## src/rtl/timer_counter_if.sv

```systemverilog
// ---------------------------------------------------------------------------
// timer_counter_if
//
// Word-access bus between the system bridge and one timer_counter window.
// The bridge (master) supplies the decoded word offset, the write strobe and
// the write data. The timer (slave) returns combinational read data and its
// interrupt request.
//
// Signals:
//   addr  [1:0]   word offset in the window (0 CTRL, 1 PRESET, 2 COUNT, 3 none)
//   we            word write strobe, already qualified by window and byte enables
//   din   [31:0]  write data
//   dout  [31:0]  read data for addr, combinational
//   irq           interrupt request toward CP0
// ---------------------------------------------------------------------------
interface timer_counter_if;
    logic [1:0]  addr;
    logic        we;
    logic [31:0] din;
    logic [31:0] dout;
    logic        irq;

    modport master (
        output addr,
        output we,
        output din,
        input  dout,
        input  irq
    );

    modport slave (
        input  addr,
        input  we,
        input  din,
        output dout,
        output irq
    );
endinterface

```

## src/rtl/timer_counter.sv

```systemverilog
// ---------------------------------------------------------------------------
// timer_counter
//
// Memory-mapped 32-bit down-counter timer with one-shot and auto-reload
// modes and a maskable interrupt.
//
// Register map (word offsets):
//   0 CTRL    [0] En, [2:1] Mode (01 auto-reload, others one-shot), [3] IM
//   1 PRESET  32-bit reload value, sampled only when the counter loads
//   2 COUNT   32-bit current count, read-only
//   3 --      reads 0, writes ignored
//
// Ports:
//   clk    system clock, rising edge
//   reset  asynchronous active-high reset
//   bus    timer_counter_if.slave: addr, we, din in; dout, irq out
// ---------------------------------------------------------------------------
module timer_counter (
    input  logic            clk,
    input  logic            reset,
    timer_counter_if.slave  bus
);

    typedef enum logic [1:0] {
        ST_IDLE = 2'd0,
        ST_LOAD = 2'd1,
        ST_CNT  = 2'd2,
        ST_INT  = 2'd3
    } state_t;

    localparam logic [1:0] OFS_CTRL   = 2'd0;
    localparam logic [1:0] OFS_PRESET = 2'd1;
    localparam logic [1:0] OFS_COUNT  = 2'd2;
    localparam logic [1:0] MODE_AUTO  = 2'b01;

    state_t      r_state;
    state_t      w_state_nxt;
    logic [3:0]  r_ctrl;
    logic [31:0] r_preset;
    logic [31:0] r_count;
    logic        r_irq_flag;

    logic [31:0] w_count_nxt;
    logic        w_irq_set;
    logic        w_irq_clr;
    logic        w_en_clr;
    logic        w_wr_ctrl;
    logic        w_wr_preset;
    logic        w_en;
    logic [1:0]  w_mode;

    // Saturating decrement: values of 1 and 0 both land on 0, so the count
    // can never wrap to 0xFFFFFFFF.
    function automatic logic [31:0] f_dec_sat(input logic [31:0] val);
        if (val > 32'd1)
            return val - 32'd1;
        else
            return 32'd0;
    endfunction

    assign w_wr_ctrl   = bus.we && (bus.addr == OFS_CTRL);
    assign w_wr_preset = bus.we && (bus.addr == OFS_PRESET);
    assign w_en        = r_ctrl[0];
    assign w_mode      = r_ctrl[2:1];

    // -----------------------------------------------------------------------
    // Control FSM: state register
    // -----------------------------------------------------------------------
    always_ff @(posedge clk or posedge reset) begin
        if (reset)
            r_state <= ST_IDLE;
        else
            r_state <= w_state_nxt;
    end

    // -----------------------------------------------------------------------
    // Control FSM: next state and datapath requests
    // -----------------------------------------------------------------------
    always_comb begin
        w_state_nxt = r_state;
        w_count_nxt = r_count;
        w_irq_set   = 1'b0;
        w_irq_clr   = 1'b0;
        w_en_clr    = 1'b0;
        case (r_state)
            ST_IDLE: begin
                if (w_en)
                    w_state_nxt = ST_LOAD;
            end
            ST_LOAD: begin
                w_count_nxt = r_preset;
                w_state_nxt = ST_CNT;
            end
            ST_CNT: begin
                if (!w_en) begin
                    // Disabled mid-count: freeze COUNT where it is.
                    w_state_nxt = ST_IDLE;
                end else if (r_count > 32'd1) begin
                    w_count_nxt = f_dec_sat(r_count);
                end else begin
                    w_count_nxt = 32'd0;
                    w_irq_set   = 1'b1;
                    w_state_nxt = ST_INT;
                end
            end
            ST_INT: begin
                if (w_mode == MODE_AUTO) begin
                    // Auto-reload: single-cycle irq, IDLE then reloads via LOAD.
                    w_irq_clr = 1'b1;
                end else begin
                    // One-shot (and the reserved modes): stop, keep irq_flag.
                    w_en_clr = 1'b1;
                end
                w_state_nxt = ST_IDLE;
            end
            default: begin
                w_state_nxt = ST_IDLE;
            end
        endcase
    end

    // -----------------------------------------------------------------------
    // Registers
    // -----------------------------------------------------------------------
    // A bus CTRL write takes priority over the FSM clearing En.
    always_ff @(posedge clk or posedge reset) begin
        if (reset)
            r_ctrl <= 4'd0;
        else if (w_wr_ctrl)
            r_ctrl <= bus.din[3:0];
        else if (w_en_clr)
            r_ctrl[0] <= 1'b0;
    end

    always_ff @(posedge clk or posedge reset) begin
        if (reset)
            r_preset <= 32'd0;
        else if (w_wr_preset)
            r_preset <= bus.din;
    end

    always_ff @(posedge clk or posedge reset) begin
        if (reset)
            r_count <= 32'd0;
        else
            r_count <= w_count_nxt;
    end

    // Any CTRL write clears the flag, even in the cycle the FSM would set it.
    always_ff @(posedge clk or posedge reset) begin
        if (reset)
            r_irq_flag <= 1'b0;
        else if (w_wr_ctrl)
            r_irq_flag <= 1'b0;
        else if (w_irq_set)
            r_irq_flag <= 1'b1;
        else if (w_irq_clr)
            r_irq_flag <= 1'b0;
    end

    // -----------------------------------------------------------------------
    // Outputs
    // -----------------------------------------------------------------------
    always_comb begin
        bus.dout = 32'd0;
        case (bus.addr)
            OFS_CTRL:   bus.dout = {28'd0, r_ctrl};
            OFS_PRESET: bus.dout = r_preset;
            OFS_COUNT:  bus.dout = r_count;
            default:    bus.dout = 32'd0;
        endcase
    end

    // Built only from registers, so there is no path from din to irq.
    assign bus.irq = r_irq_flag & r_ctrl[3];

endmodule

```

## src/flat_wrapper.sv

```systemverilog
// flat-port wrapper written by rule: the top's interface ports become plain ports
module timer_counter_flat 
  (clk, reset, bus_addr, bus_we, bus_din, bus_dout, bus_irq);
  timer_counter_if bus_i ();
  input  logic clk;
  input  logic reset;
  input wire logic [$bits(bus_i.addr)-1:0] bus_addr;
  input wire logic [$bits(bus_i.we)-1:0] bus_we;
  input wire logic [$bits(bus_i.din)-1:0] bus_din;
  output wire logic [$bits(bus_i.dout)-1:0] bus_dout;
  output wire logic [$bits(bus_i.irq)-1:0] bus_irq;
  assign bus_i.addr = bus_addr;
  assign bus_i.we = bus_we;
  assign bus_i.din = bus_din;
  assign bus_dout = bus_i.dout;
  assign bus_irq = bus_i.irq;
  timer_counter u_core (.clk(clk), .reset(reset), .bus(bus_i));
endmodule
```

## config.mk

```make
export PLATFORM = sky130hd
export DESIGN_NAME = timer_counter_flat
export DESIGN_NICKNAME = d
export VERILOG_FILES = /design/src/rtl/timer_counter_if.sv /design/src/rtl/timer_counter.sv /design/src/flat_wrapper.sv
export SDC_FILE = /design/constraint.sdc
export NUM_CORES = 1
export LEC_CHECK = 0
export ABC_CLOCK_PERIOD_IN_PS = 5890
export CAP_MARGIN = 20
export CORE_MARGIN = 5
export CORE_UTILIZATION = 45
export DETAILED_ROUTE_END_ITERATION = 12
export PLACE_DENSITY = 0.69
export SETUP_SLACK_MARGIN = 0.1
export SYNTH_ARGS = -nofsm -noshare
export SYNTH_HDL_FRONTEND = slang
export SYNTH_SLANG_ARGS = --single-unit
```

## constraint.sdc

```tcl
create_clock -name clk -period 5.89 [get_ports clk]
set_input_delay 1.178 -clock clk [delete_from_list [all_inputs] [get_ports clk]]
set_output_delay 1.178 -clock clk [all_outputs]
set_load 0.05 [all_outputs]
```

==> flow_summary.ini, run 1 <==
[detailed_routing]
firstDrtPassIters = 8
vias = 3424
wl_per_cell_um = 18.8
drt_iter0_drc = 298
wirelength_mm = 10.4
vias_per_cell = 6.20
drc = 0
ant_nets = 0

[yosys]
synth_cell_type_count = 44
synth_warnings = 0
yosys.area.top_type_share_pct = 46.6
synth_fp_nets = 417
synth_area_leaders = dfrtp_1 (47%), mux2_2 (11%), a22o_1 (6.4%)
ys_seq_elements = 71
yosysTopAreaCell = dfrtp_1
avgSynthCellArea_um2 = 10.1
synth_area_um2 = 3810
seq_area_frac_synth_pct = 46.6
synth-edff-count = 0
synth_async_sr_flop_share_pct = 100
synthCells = 378
synthFlopType = dfrtp_1

[pwr]
switching_power_mw = 0.963
p_leak_nw = 1.93
p_seq_share_pct = 38.6
internal_power_mw = 1.29
clockPowerShare_pct = 19.5
switching_share_pct = 42.8
irDropWorstVdd_v = 0.000204
pwr-share-comb_pct = 41.9
power_density_nw_per_um2 = 465

[placement]
dp_hpwl_mm = 6.96
port_buffers = 69
place_area_um2 = 4610
gp_congestion = 0.850

[floorplanning]
core_um2 = 8260
die_h_um = 102
ioPinCount = 70
start_util_pct = 46.2
die_w_um = 102
rows = 33
die_area_um2 = 10400

[clock_network]
post-cts-setup-buffers = 0
cts_hold_buf = 0
clkSinkCount = 71
clkTransAtPathRegs_ns = 0.07
clk_path_buf_depth = 2
cts_tree = yes
ctsHtreeMaxLevel = 3
clock_latency_ns = 0.35
cts-root-buf = clkbuf_8
numCtsBuffers = 9
cts.repair.resized = 0

[worst_setup_path]
critPathCaptureType = output pin
path_class = in -> out
cpPeakStageDelay_ns = 0.81
critPathMaxFanout = 29
crit_top_cell = clkdlybuf4s50_1
arrival_ns = 3.44
required_ns = 4.71
cp_cell_sequence = clkdlybuf4s50_1, nor2b_2, buf_4, a22o_1, clkdlybuf4s50_1
cp_slowest_cell = clkdlybuf4s50_1
startpoint_type = input pin

[timing]
fin_tns_setup_ns = 0
fmax_mhz = 217
fin_crit_sh_pct = 78.3
skew_ns = 0.00543
report.final.slew_viol_count = 0
setup_violations = 0
min_period_ns = 4.61
final_hold_viol_count = 0
relSlewSlack_pct = 38.9
worst_pin_slew_ns = 0.909
rsz0062_at_grt = no

[run_status]
run_status = finished clean

[final_layout]
drive_gt1_share_pct = 15.7
fin_nets = 481
fillers = 711
fin_area_um2 = 4840
n_antenna_cell = 0
area_growth_syn_to_layout_pct = 26.8

[global_route]
grt_pass1_wl_mm = 16.8
grt_pass1_vias = 3312
overflow = 0
antenna_found_initial = 0
track_usage_pct = 20.5
grt_max_degree = 72

[job]
drv_cap = 0

[min_path]
hp-class = reg -> reg
final cells by class:
class	count	area, um2	share of cell area (%)
Tap cell	105	131	2.72
Sequential cell	71	1780	36.7
Timing Repair Buffer	77	751	15.5
Clock inverter	5	81.3	1.68
Multi-Input combinational cell	276	1930	39.9
Clock buffer	11	141	2.92
Inverter	7	26.3	0.543
sequential cells by signal, summed over array words and instances, names as in the netlist:
signal,count
u_core.r_state,2
u_core.r_preset,32
u_core.r_ctrl,4
u_core.r_count,32
u_core.r_irq_flag,1
worst max-delay path: cells and delay by family:
kind	cells	cell delay, ns
buffers and inverters	3	1.76
AOI/OAI and AO/OA	1	0.22
and+or+nand+nor	1	0.27
metal layers:
| metal | GRT usage [%] | vias to the layer above | share of wire [%] |
|---|---|---|---|
| li1 | - | 1571 | - |
| met1 | 28.7 | 1667 | 44 |
| met2 | 31.7 | 167 | 46 |
| met3 | 3.07 | 19 | 7.6 |
| met4 | 8.78 | 0 | 2.2 |
| met5 | 0 | - | 0 |
Yosys cell counts, types with 7 or more instances:
library cell   n
dfrtp_1       71
mux2_2        36
nand2_1       32
a22o_1        28
nand3_1       26
nor2_1        17
o21ai_0       16
a22oi_1       14
clkbuf_1      14
nor3_1        10
or3_1         10
o211ai_1       9
nand2b_1       8
o311ai_0       8
a21oi_1        7
inv_1          7
stage by stage:
step	util, %	setup slack [ns]	hold slack (ns)	instances	power, mW
6_report	58.6	1.28	0.530	552	2.25
3_3_place_gp	55.9	1.34	0.505	536	1.78
5_1_grt	58.6	1.18	0.557	552	2.38
4_1_cts	58.6	1.28	0.532	552	2.25
2_1_floorplan	-	2.07	0.473	378	1.50
3_5_place_dp	55.9	1.30	0.508	536	1.80
power groups by stage:
stage          Combinational [mW]  Clock [mW]  Sequential, mW
2_1_floorplan               0.694           0           0.803
3_3_place_gp                0.917           0           0.863
3_5_place_dp                0.938           0           0.866
4_1_cts                     0.945       0.447           0.860
5_1_grt                      1.03       0.464           0.893
6_report                    0.942       0.439           0.869
cell usage in the layout (no fill, tap or decap), drive strengths merged, types with 8 or more instances in the layout:
cell | netlist | final
a22o | 28 | 28
a22oi | 14 | 14
buf | 10 | 8
clkbuf | 14 | 11
clkdlybuf4s50 | 0 | 69
dfrtp | 71 | 71
mux2 | 36 | 36
nand2 | 32 | 32
nand2b | 8 | 8
nand3 | 26 | 26
nor2 | 17 | 17
nor3 | 11 | 11
o211ai | 9 | 9
o21ai | 17 | 17
o311ai | 9 | 9
or3 | 11 | 11
cell families after synthesis:
kind of cell               count (synthesis)  share of synthesized area [%]
and+or+nand+nor                          131                           17.5
DFF                                       71                           46.6
adders and majority gates                  2                          0.656
buffers and inverters                     31                           3.25
muxes                                     41                           11.9
AOI/OAI and AO/OA                        102                           20.0
worst paths after layout:
kind                                      from                  end  slack (ns)  depth (start not counted)
max                                bus_addr[0]         bus_dout[27]        1.28                          5
min                        u_core.r_preset[29]   u_core.r_count[29]        0.53                          2
max reg2reg                  u_core.r_count[5]    u_core.r_count[8]        2.90                          6
min reg2reg                u_core.r_preset[29]   u_core.r_count[29]        0.53                          2
max in group asynchronous                reset    u_core.r_count[1]        3.87                          3
min in group asynchronous                reset  u_core.r_preset[14]        1.41                          3
No activity file was read; power rests on OpenSTA's default activity.
==> run 2, diff against run 1 <==
--- a/config.mk
+++ b/config.mk
@@ -5,7 +5,7 @@
 export SDC_FILE = /design/constraint.sdc
 export NUM_CORES = 1
 export LEC_CHECK = 0
-export ABC_CLOCK_PERIOD_IN_PS = 5890
+export ABC_CLOCK_PERIOD_IN_PS = 4650
 export CAP_MARGIN = 20
 export CORE_MARGIN = 5
 export CORE_UTILIZATION = 45
==> constraint.sdc (replaced) <==
create_clock -name clk -period 4.65 [get_ports clk]
set_input_delay 0.93 -clock clk [delete_from_list [all_inputs] [get_ports clk]]
set_output_delay 0.93 -clock clk [all_outputs]
set_load 0.05 [all_outputs]
==> run 2 against run 1 <==
  * Critical endpoint is now bus_dout[0]
  * Final cell count increased by 0.54%
  * Non-clock buffer count increased by 3
  * Setup slack got worse by 0.27 ns
  * Clock-buffer cell count unchanged
  * Via count decreased by 2.0%
  * Register-to-register slack got worse by 1.4 ns
  * Utilization decreased by 0.59 points
  * Critical path depth decreased by 1
  * Hold slack got worse by 0.0069 ns
==> flow_summary.ini, run 2 (synthesized netlist as in run 1, its figures left out) <==
[clock_network]
clock_latency_ns = 0.35
cts_tree = yes
cts-root-buf = clkbuf_8
clkSinkCount = 71
post-cts-setup-buffers = 0
cts.repair.resized = 0
ctsHtreeMaxLevel = 3
clk_path_buf_depth = 2
cts_hold_buf = 0
clkTransAtPathRegs_ns = 0.08
numCtsBuffers = 9

[min_path]
min_to = u_core.r_count[29]
hold_path_depth = 2
holdCritStartpoint = u_core.r_preset[29]
hp-class = reg -> reg

[pwr]
irDropWorstVdd_v = 0.000279
power_density_nw_per_um2 = 591
p_leak_nw = 2.00

[global_route]
grt_max_degree = 33
grt_pass1_vias = 3390
track_usage_pct = 21.1
antenna_found_initial = 0
grt_pass1_wl_mm = 17.1
overflow = 0

[final_layout]
largest_registers = u_core.r_count: 32 flops, u_core.r_preset: 32 flops, u_core.r_ctrl: 4 flops
fin_nets = 484
final-seq-area_um2 = 1780
final_common_cell = dfrtp_1
final_cell_mix = dfrtp_1 (71), buf_4 (41), clkdlybuf4s50_1 (38)
fillers = 752
stdcell_count = 555
n_antenna_cell = 0
drive_gt1_share_pct = 22.9
area_growth_syn_to_layout_pct = 25.5
multiInputGateArea_um2 = 1920

[placement]
gp_congestion = 0.912
dp_hpwl_mm = 7.41
port_buffers = 69
numPlacedInstances = 539

[worst_setup_path]
critPathMaxFanout = 7
rr_startpoint = u_core.r_count[8]
cpPeakStageDelay_ns = 0.82
crit_top_cell = clkdlybuf4s50_1
required_ns = 3.72
arrival_ns = 2.71
startpoint_type = input pin
r2r-end = u_core.r_count[3]
critPathCaptureType = output pin
r2r_setup_slack_ns = 1.51
cp-startpoint = bus_addr[1]
cp_cell_sequence = clkdlybuf4s50_1, mux2i_1, o21ai_0, clkdlybuf4s50_1
path_class = in -> out
r2r_cells = 7
cp_slowest_cell = clkdlybuf4s50_1

[floorplanning]
die_w_um = 102
die_h_um = 102
core_um2 = 8260
die_area_um2 = 10400
rows = 33
start_util_pct = 46.2
ioPinCount = 70

[detailed_routing]
vias_per_cell = 6.04
wl_per_cell_um = 19.0
firstDrtPassIters = 4
drt_iter0_drc = 174
ant_nets = 0
drc = 0
wirelength_mm = 10.5
vias = 3354

[timing]
worst_pin_slew_ns = 0.842
relSlewSlack_pct = 43.3
setup_violations = 0
fin_tns_setup_ns = 0
rsz0062_at_grt = no
skew_ns = 0.00819
final_hold_viol_count = 0
fin_crit_sh_pct = 78.3
report.final.slew_viol_count = 0
min_period_ns = 3.64
fmax_mhz = 275

[run_status]
run_status = finished clean

[job]
drv_cap = 0
[run 2: cell count changes in the layout (fill, tap and decap cells not counted), sizes merged]
cell | previous run | this run
clkdlybuf4s50 | 69 | 38
buf | 8 | 42
[run 2: per-layer routing]
layer | wire length [um] | global-route usage, % | vias to the layer above
li1 | - | - | 1576
met3 | 610 | 4.16 | 13
met5 | 0 | 0 | -
met4 | 154 | 7.06 | 0
met1 | 4840 | 28.7 | 1662
met2 | 4940 | 33.8 | 103
[run 2: how the worst max path moves through the flow]
stage               slack (ns)  cells past startpoint            to
floorplan                 1.32                      5  bus_dout[10]
global placement          1.05                      4   bus_dout[0]
detailed placement        1.01                      4   bus_dout[0]
CTS                       1.01                      4   bus_dout[0]
global route              0.93                      4   bus_dout[0]
finish                    1.01                      4   bus_dout[0]
[run 2: layout make-up]
cell class	instances	share of cell area [%]
tap	105	2.74
inverter	7	0.549
multi-input combinational	276	40.1
timing repair buffer	80	14.8
clock buffer	11	2.95
clock inverter	5	1.70
sequential	71	37.1
[run 2: critical path, delay by kind of cell]
family	cells	cell delay [ns]
buffers and inverters	2	1.50
AOI/OAI and AO/OA	1	0.16
muxes	1	0.12
[run 2: metrics by stage]
stage | instance area (um2) | setup slack, ns | total power [mW] | hold slack [ns] | util, %
finish | 4790 | 1.01 | 2.83 | 0.523 | 58.0
floorplan | 3810 | 1.32 | 1.90 | 0.473 | -
CTS | 4790 | 1.01 | 2.84 | 0.522 | 58.0
global route | 4790 | 0.929 | 3.01 | 0.548 | 58.0
global placement | 4560 | 1.05 | 2.26 | 0.501 | 55.3
detailed placement | 4560 | 1.01 | 2.29 | 0.500 | 55.3
[run 2: report_power, final]
part | internal, mW | leakage [nW] | switching [mW]
Clock | 0.317 | 0.110 | 0.229
Combinational | 0.471 | 1.03 | 0.714
Sequential | 0.833 | 0.855 | 0.266
Total | 1.62 | 2.00 | 1.21
